`src/rtl/chess_clock_scheduler.sv`:
```
// Two-player chess clock: two BCD time banks sharing one decrement datapath,
// move-driven ownership switching, Fischer increment and time-out flagging.
module chess_clock_scheduler #(
  parameter logic [7:0] PRESET_MIN = 8'h05,
  parameter logic [7:0] PRESET_SEC = 8'h00,
  parameter logic [5:0] INC_SEC    = 6'd0
) (
  input  logic       clk_core,
  input  logic       rst,
  input  logic       tick_10ms,
  input  logic       btn_p0,
  input  logic       btn_p1,
  input  logic       btn_pause,
  input  logic       clr,
  input  logic       load_en,
  input  logic [7:0] load_min,
  input  logic [7:0] load_sec,
  output logic [7:0] min_o,
  output logic [7:0] sec_o,
  output logic [7:0] ms_10_o,
  output logic       active_o,
  output logic [2:0] state_o,
  output logic [1:0] flag_o,
  output logic       time_out_o
);

  typedef enum logic [2:0] {
    IDLE  = 3'd0,
    RUN   = 3'd1,
    PAUSE = 3'd2,
    FLAG  = 3'd3
  } state_t;

  localparam logic [23:0] PRESET = {PRESET_MIN, PRESET_SEC, 8'h00};

  // Bank layout: {min, sec, ms_10}, all BCD.
  logic [23:0] bank_q [2];
  logic [23:0] disp_q;
  state_t      state_q;
  logic        active_q;
  logic [1:0]  flag_q;
  logic        time_out_q;

  logic [23:0] act_bank, dec_v, inc_v;
  logic        hit_zero, move;

  // Two-digit BCD decrement; result is {borrow, value}, wrapping to {hi_wrap,9}.
  function automatic logic [8:0] dec2(input logic [7:0] v, input logic [3:0] hi_wrap);
    if (v == 8'h00)
      return {1'b1, hi_wrap, 4'h9};
    else if (v[3:0] == 4'h0)
      return {1'b0, v[7:4] - 4'h1, 4'h9};
    else
      return {1'b0, v - 8'h01};
  endfunction

  function automatic logic [23:0] bcd_dec(input logic [23:0] t);
    logic [8:0] m, s, n;
    if (t == '0)
      return '0;
    n = dec2(t[7:0], 4'h9);
    s = n[8] ? dec2(t[15:8], 4'h5) : {1'b0, t[15:8]};
    m = s[8] ? dec2(t[23:16], 4'h9) : {1'b0, t[23:16]};
    return {m[7:0], s[7:0], n[7:0]};
  endfunction

  // Seconds go through binary so any INC_SEC up to 59 needs at most one carry.
  function automatic logic [23:0] bcd_inc(input logic [23:0] t);
    logic [6:0] s;
    logic [7:0] mn;
    s = 7'(t[15:12]) * 7'd10 + 7'(t[11:8]) + 7'(INC_SEC);
    if (s < 7'd60)
      return {t[23:16], 4'(s / 7'd10), 4'(s % 7'd10), t[7:0]};
    s = s - 7'd60;
    if (t[23:16] == 8'h99)
      return 24'h995999;
    mn = (t[19:16] == 4'h9) ? {t[23:20] + 4'h1, 4'h0} : t[23:16] + 8'h01;
    return {mn, 4'(s / 7'd10), 4'(s % 7'd10), t[7:0]};
  endfunction

  always_comb begin
    act_bank = bank_q[active_q];
    dec_v    = tick_10ms ? bcd_dec(act_bank) : act_bank;
    hit_zero = tick_10ms && (dec_v == '0);
    inc_v    = bcd_inc(dec_v);
    move     = active_q ? btn_p1 : btn_p0;
  end

  always_ff @(posedge clk_core or posedge rst) begin
    if (rst) begin
      bank_q[0]  <= PRESET;
      bank_q[1]  <= PRESET;
      disp_q     <= PRESET;
      state_q    <= IDLE;
      active_q   <= 1'b0;
      flag_q     <= '0;
      time_out_q <= 1'b0;
    end else begin
      disp_q <= bank_q[active_q];
      if (clr) begin
        bank_q[0]  <= PRESET;
        bank_q[1]  <= PRESET;
        state_q    <= IDLE;
        active_q   <= 1'b0;
        flag_q     <= '0;
        time_out_q <= 1'b0;
      end else begin
        case (state_q)
          IDLE: begin
            if (load_en) begin
              bank_q[0] <= {load_min, load_sec, 8'h00};
              bank_q[1] <= {load_min, load_sec, 8'h00};
            end
            if (btn_p0) begin
              state_q  <= RUN;
              active_q <= 1'b1;
            end else if (btn_p1) begin
              state_q  <= RUN;
              active_q <= 1'b0;
            end
          end
          RUN: begin
            // Decrement is applied first; a zero result overrides pause and move.
            if (hit_zero) begin
              bank_q[active_q] <= '0;
              state_q          <= FLAG;
              flag_q[active_q] <= 1'b1;
              time_out_q       <= 1'b1;
            end else if (btn_pause) begin
              bank_q[active_q] <= dec_v;
              state_q          <= PAUSE;
            end else if (move) begin
              bank_q[active_q] <= inc_v;
              active_q         <= ~active_q;
            end else begin
              bank_q[active_q] <= dec_v;
            end
          end
          PAUSE: begin
            if (btn_pause)
              state_q <= RUN;
          end
          default: ;
        endcase
      end
    end
  end

  assign min_o      = disp_q[23:16];
  assign sec_o      = disp_q[15:8];
  assign ms_10_o    = disp_q[7:0];
  assign active_o   = active_q;
  assign state_o    = state_q;
  assign flag_o     = flag_q;
  assign time_out_o = time_out_q;

endmodule
```
`config.mk`:
```
export PLATFORM = sky130hd
export DESIGN_NAME = chess_clock_scheduler
export DESIGN_NICKNAME = d
export VERILOG_FILES = /design/src/rtl/chess_clock_scheduler.sv
export SDC_FILE = /design/constraint.sdc
export NUM_CORES = 1
export LEC_CHECK = 0
export CORE_AREA = 2 2 137 193
export CTS_BUF_LIST = sky130_fd_sc_hd__clkbuf_8
export CTS_CLUSTER_SIZE = 10
export DETAILED_ROUTE_END_ITERATION = 8
export DIE_AREA = 0 0 139 195
export SYNTH_ARGS = -nofsm -noshare
export SYNTH_HDL_FRONTEND = slang
export SYNTH_SLANG_ARGS = --single-unit
```
`constraint.sdc`:
```
create_clock -name clk_core -period 23.4 [get_ports clk_core]
set_clock_uncertainty 0.05 [all_clocks]
set_input_delay 7.02 -clock clk_core [delete_from_list [all_inputs] [get_ports clk_core]]
set_output_delay 7.02 -clock clk_core [all_outputs]
set_load 0.01 [all_outputs]
```
==> impl_metrics.py, run 1 <==
metrics = {
    "run_status": {
        "outcome": "completed",
    },
    "placement": {
        "dp_slack_ns": 8.92,
        "placedCellCount": 1272,
        "hpwl_um": 19100,
        "postPlaceCellArea_um2": 8310,
        "portBuffers": 53,
        "gp_congestion": 0.916,
    },
    "critical_path": {
        "critPathMostFrequentCell": "ha_1",
        "r2r_slack_ns": 14.03,
        "startpoint_type": "input port",
        "critical_path.top_delay_family": "compound AO/OA/AOI/OAI gates",
        "crit_required_ns": 23.64,
        "critPathKind": "in2reg",
        "rr_worst_depth": 25,
        "crit_arrival_ns": 14.53,
        "r2r_start": "active_o",
        "path_cells": "clkdlybuf4s50_1 > o211a_2 > nand2_1 > o21ai_0 > a21boi_0 > inv_1 > ha_1 > fa_1 > xor2_1 > ha_1 > nand3_1 > o32a_1 > and3_1 > a2111o_1 > nor3b_4 > o31a_4 > and2_4 > o31ai_1 > ha_1 > a311oi_2 > o31ai_1 > nand2_1 > a41o_1",
        "critPathBufInv": 2,
        "end_kind": "flop",
        "cpMaxStageDelayCell": "xor2_1",
        "cp_max_fo": 14,
        "critPathMaxStageDelay_ns": 0.89,
        "regToRegEndpoint": "bank_q[12]",
    },
    "sta": {
        "hold_viol_final": 0,
        "period_minus_slack_ns": 14.29,
        "final-max-slew-violation-count": 0,
        "setup_ws_ns": 9.11,
        "tns_ns": 0,
        "fin_crit_sh": 0.611,
        "worst_slew_pin_slew_ns": 1.08,
        "max_slew_margin": 0.277,
        "fmax_mhz": 70.0,
        "rsz0062_at_grt": "false",
        "setup_viol": 0,
    },
    "die": {
        "dieArea_um2": 27100,
        "std_cell_rows": 69,
        "die_y_um": 195,
        "io_pins": 55,
        "coreArea_um2": 25200,
        "fp.dieW_um": 139,
        "initial_utilization": 0.298,
    },
    "clocking": {
        "post_cts_resized": 0,
        "cts-htree-levels": 3,
        "clk_path_buf_depth": 2,
        "clock_latency_ns": 0.40,
        "numClockSinks": 78,
        "ctsHoldBuffers": 0,
        "path_clk_slew_ns": 0.11,
        "cts_tree": "built",
        "numCtsBuffers": 9,
        "postCtsSetupBuffers": 0,
        "root_buffer": "clkbuf_8",
    },
    "finish": {
        "area_growth_syn_to_layout_pct": 13.1,
        "layout-drive-gt1-share": 0.108,
        "fin_nets": 1023,
        "stdcell_area_um2": 8490,
        "stdcell_count": 1288,
        "n_antenna_cell": 0,
    },
    "drt": {
        "drcViolationCount": 0,
        "wire_per_inst_um": 20.0,
        "via_per_inst": 5.91,
        "drt_iter0_drc": 502,
        "num_vias": 7611,
        "first_pass_iters": 6,
        "ant_nets": 0,
        "drt-total-wl_um": 25800,
    },
    "hold_path": {
        "worstHoldPathCells": 2,
        "holdPathEnd": "time_out_o",
        "hold_class": "reg2reg",
        "min-delay-start": "time_out_o",
    },
    "yosys": {
        "yosysUniqueCellTypes": 97,
        "synth_fp_nets": 996,
        "yosysWarnings": 0,
        "synth_top_area_cell": "dfrtp_1",
        "syn_avg_cell_area_um2": 8.01,
        "synth_common_cells": "nand2_1, nor2_1, o21ai_0",
        "ys_ff_latch": 78,
        "synthCells": 937,
        "syn-cell-area_um2": 7500,
        "synth_edf_count": 0,
        "ys_seq_area_frac": 0.261,
        "post-synth-top-area-fraction": 0.240,
        "ys_async_sr_fraction": 1.00,
        "ys.flop_type": "dfrtp_1",
        "yosys-top-cells-area": "dfrtp_1, ha_1, o21ai_0",
        "yosysMostFrequentCell": "nand2_1",
    },
    "global_routing": {
        "overflow": 0,
        "grt_usage": 0.186,
        "grt_pass1_wl_um": 40700,
        "grt_pass1_vias": 7432,
        "grt_start_max_net_pins": 85,
        "antenna_found_initial": 0,
    },
    "flow_run": {
        "max_cap_viol_count": 0,
    },
}
area by class of cell:
type | instances | area [µm²]
Fill cell | 2676 | 16700
Multi-Input combinational cell | 765 | 5160
Sequential cell | 78 | 1960
Timing Repair Buffer | 62 | 598
Tap cell | 319 | 399
Inverter | 48 | 181
Clock buffer | 9 | 124
Clock inverter | 7 | 55.1
worst register-to-register path, delay by kind of cell, from the launching register on:
family,cells,cell delay (ns)
and+or+nand+nor,6,1.03
AOI/OAI and AO/OA,10,3.24
buffers and inverters,2,0.90
adders and majority gates,5,1.84
xor gates and xnor gates,1,0.89
DFF,1,0.66
muxes,1,0.64
logic make-up after synthesis:
logic type,after synthesis,share of synthesized area
DFF,78,0.261
buffers and inverters,94,0.0514
xor gates and xnor gates,12,0.0160
other,1,0.000500
and+or+nand+nor,301,0.204
muxes,48,0.0690
AOI/OAI and AO/OA,368,0.337
adders and majority gates,35,0.0604
worst max path at each step:
stage | from | to | slack, ns | cells after the start
global placement | tick_10ms | bank_q[33] | 9.15 | 26
global route | tick_10ms | bank_q[12] | 8.73 | 23
detailed placement | tick_10ms | bank_q[12] | 8.92 | 23
floorplan | tick_10ms | bank_q[9] | 10.52 | 25
CTS | tick_10ms | bank_q[12] | 9.30 | 23
finish | tick_10ms | bank_q[12] | 9.11 | 23
per-layer routing:
metal | wire length [µm] | GRT usage
met5 | 0 | 0
met4 | 1460 | 0.114
met3 | 1180 | 0.0208
met2 | 12600 | 0.320
met1 | 10500 | 0.222
state kept, by name, indices dropped and copies added (netlist names):
| signal | flops |
|---|---|
| bank_q | 48 |
| disp_q | 24 |
| flag_o | 2 |
| state_o | 2 |
| active_o | 1 |
| time_out_o | 1 |
cell usage in the layout (no fill, tap or decap), drive strengths merged, types with 14 or more instances in the layout:
master and instances:
o21ai 89, nand2 88, nor2 85, a21oi 74
dfrtp 72, clkdlybuf4s50 53, inv 48, ha 33
nor3 31, mux2i 27, nand3 24, mux2 21
a21o 21, a31oi 20, o211ai 18, o31ai 17
o21bai 14
metrics by stage:
stage,hold WS (ns),utilization
detailed placement,0.439,0.330
global route,0.491,0.337
floorplan,0.411,-
finish,0.456,0.337
CTS,0.462,0.337
global placement,0.429,0.330
Power of run 1 is not shown: default switching activity piles up to over one toggle a cycle in this logic, so the estimate is an artifact.
==> inputs of run 2 (changes only) <==
==> constraint.sdc (replaced) <==
create_clock -name clk_core -period 12.6 [get_ports clk_core]
set_clock_uncertainty 0.05 [all_clocks]
set_input_delay 3.78 -clock clk_core [delete_from_list [all_inputs] [get_ports clk_core]]
set_output_delay 3.78 -clock clk_core [all_outputs]
set_load 0.01 [all_outputs]
==> run 2 against run 1 <==
Against the previous run: critical path type unchanged; worst hold slack worse by 0.0027 ns; first-iteration DRC count up 32%; sequential share of layout area down 0.11 points; largest cell class unchanged; highest routed layer unchanged; global-route usage about the same; cell area up 0.49%; setup slack worse by 7.1 ns; critical path depth up 1; non-clock buffer count up 3; final cell count up 0.23%; routed wire length down 0.28%; utilization up 0.16 points; die area unchanged.
==> impl_metrics.py, run 2 (synthesis results as in run 1) <==
metrics = {
    "sta": {
        "final-max-slew-violation-count": 0,
        "worst_slew_pin_slew_ns": 0.970,
        "tns_ns": 0,
        "hold_viol_final": 0,
        "fmax_mhz": 94.3,
        "max_slew_margin": 0.349,
        "rsz0062_at_grt": "false",
        "setup_viol": 0,
        "period_minus_slack_ns": 10.61,
        "fin_crit_sh": 0.842,
        "holdWs_ns": 0.453,
    },
    "drt": {
        "drt_iter0_drc": 661,
        "first_pass_iters": 5,
        "wire_per_inst_um": 19.9,
        "drcViolationCount": 0,
        "via_per_inst": 5.82,
        "ant_nets": 0,
        "drt-total-wl_um": 25700,
        "num_vias": 7511,
    },
    "clocking": {
        "numClockSinks": 78,
        "clk_path_buf_depth": 2,
        "cts-htree-levels": 3,
        "ctsHoldBuffers": 0,
        "path_clk_slew_ns": 0.09,
        "post_cts_resized": 0,
        "root_buffer": "clkbuf_8",
        "clock_latency_ns": 0.39,
        "cts_tree": "built",
        "numCtsBuffers": 9,
        "postCtsSetupBuffers": 0,
    },
    "finish": {
        "reg_top3": "bank_q: 48 flops, disp_q: 24 flops",
        "final_cell_mix": "nand2_1, nor2_1, o21ai_0",
        "seq_area_um2": 1960,
        "layout-drive-gt1-share": 0.111,
        "area_growth_syn_to_layout_pct": 13.7,
        "final.fill_count": 2683,
        "n_antenna_cell": 0,
        "fin_nets": 1026,
        "layout_commonest_cell": "nand2_1",
        "top_register": "bank_q",
        "multi_input_area_um2": 5160,
        "largest_reg_flops": 48,
    },
    "die": {
        "io_pins": 55,
        "fp.dieW_um": 139,
        "dieArea_um2": 27100,
        "die_y_um": 195,
        "std_cell_rows": 69,
        "initial_utilization": 0.298,
        "coreArea_um2": 25200,
    },
    "critical_path": {
        "r2r_start": "active_o",
        "crit_required_ns": 12.82,
        "critPathMaxStageDelay_ns": 0.69,
        "startpoint_type": "input port",
        "end_kind": "flop",
        "crit_arrival_ns": 10.83,
        "cpMaxStageDelayCell": "clkdlybuf4s50_1",
        "critPathMostFrequentCell": "ha_1",
        "cp-startpoint": "tick_10ms",
        "cp_max_fo": 14,
        "critPathKind": "in2reg",
        "path_cells": "clkdlybuf4s50_1 > o211a_2 > nand2_1 > o21ai_0 > a21boi_0 > inv_1 > ha_1 > fa_1 > xor2_1 > buf_4 > ha_1 > and2_1 > o32a_1 > and3_1 > a2111o_1 > nor3b_4 > o31a_4 > and2_4 > o31ai_1 > ha_1 > a311oi_2 > o31ai_1 > nand2_1 > a41o_1",
    },
    "global_routing": {
        "antenna_found_initial": 0,
        "grt_pass1_vias": 7452,
        "overflow": 0,
        "grt_usage": 0.186,
        "grt_start_max_net_pins": 66,
        "grt_pass1_wl_um": 40900,
    },
    "run_status": {
        "outcome": "completed",
    },
    "placement": {
        "hpwl_um": 19100,
        "portBuffers": 53,
        "gp_congestion": 0.905,
    },
    "flow_run": {
        "max_cap_viol_count": 0,
    },
    "hold_path": {
        "hold_class": "reg2reg",
        "min-delay-start": "time_out_o",
    },
}
==> run 2: changes by cell type in the layout (fill, tap and decap cells not counted) <==
cell	delta
buf_4	+3
inv_6	-2
bufinv_16	+1
clkinv_2	+1
clkinv_4	+1
clkinvlp_4	-1
==> run 2: final timing paths <==
kind                         endpoint  slack (ns)  cells after the start
max                        bank_q[12]        1.99                     24
min                        time_out_o        0.45                      2
max reg2reg                bank_q[12]        3.68                     26
min reg2reg                time_out_o        0.45                      2
max in group asynchronous    active_o        7.72                      3
min in group asynchronous   disp_q[6]        3.58                      2
==> run 2: worst max-delay path, delay by kind of cell <==
family	cells	cell delay (ns)
compound gates	10	3.43
xor+xnor	1	0.20
buf+inv	3	1.00
fa+ha+maj	4	1.34
simple gates	6	1.07
==> run 2: per-stage QoR <==
stage          worst slack [ns]  instance area [µm²]  instances   util
3_5_place_dp               1.76                 8330       1275  0.330
2_1_floorplan              2.96                 7500        937      -
4_1_cts                    2.13                 8530       1291  0.338
6_report                   1.99                 8530       1291  0.338
3_3_place_gp               1.80                 8330       1275  0.330
5_1_grt                    1.49                 8530       1291  0.338
==> run 2: area by class of cell <==
cell class,instances,share of cell area
Timing Repair Buffer,65,0.0728
Clock buffer,9,0.0145
Tap cell,319,0.0468
Clock inverter,7,0.00866
Inverter,48,0.0213
Sequential cell,78,0.230
Multi-Input combinational cell,765,0.606
==> run 2: layer usage <==
layer  vias to the layer above  global-route usage  wire length, µm
li1                       3577                   -                -
met1                      3597               0.217            10300
met2                       257               0.324            12700
met4                         0               0.126             1630
met5                         -                   0                0
met3                        80              0.0172             1160
Power of run 2 is left out for the same reason.
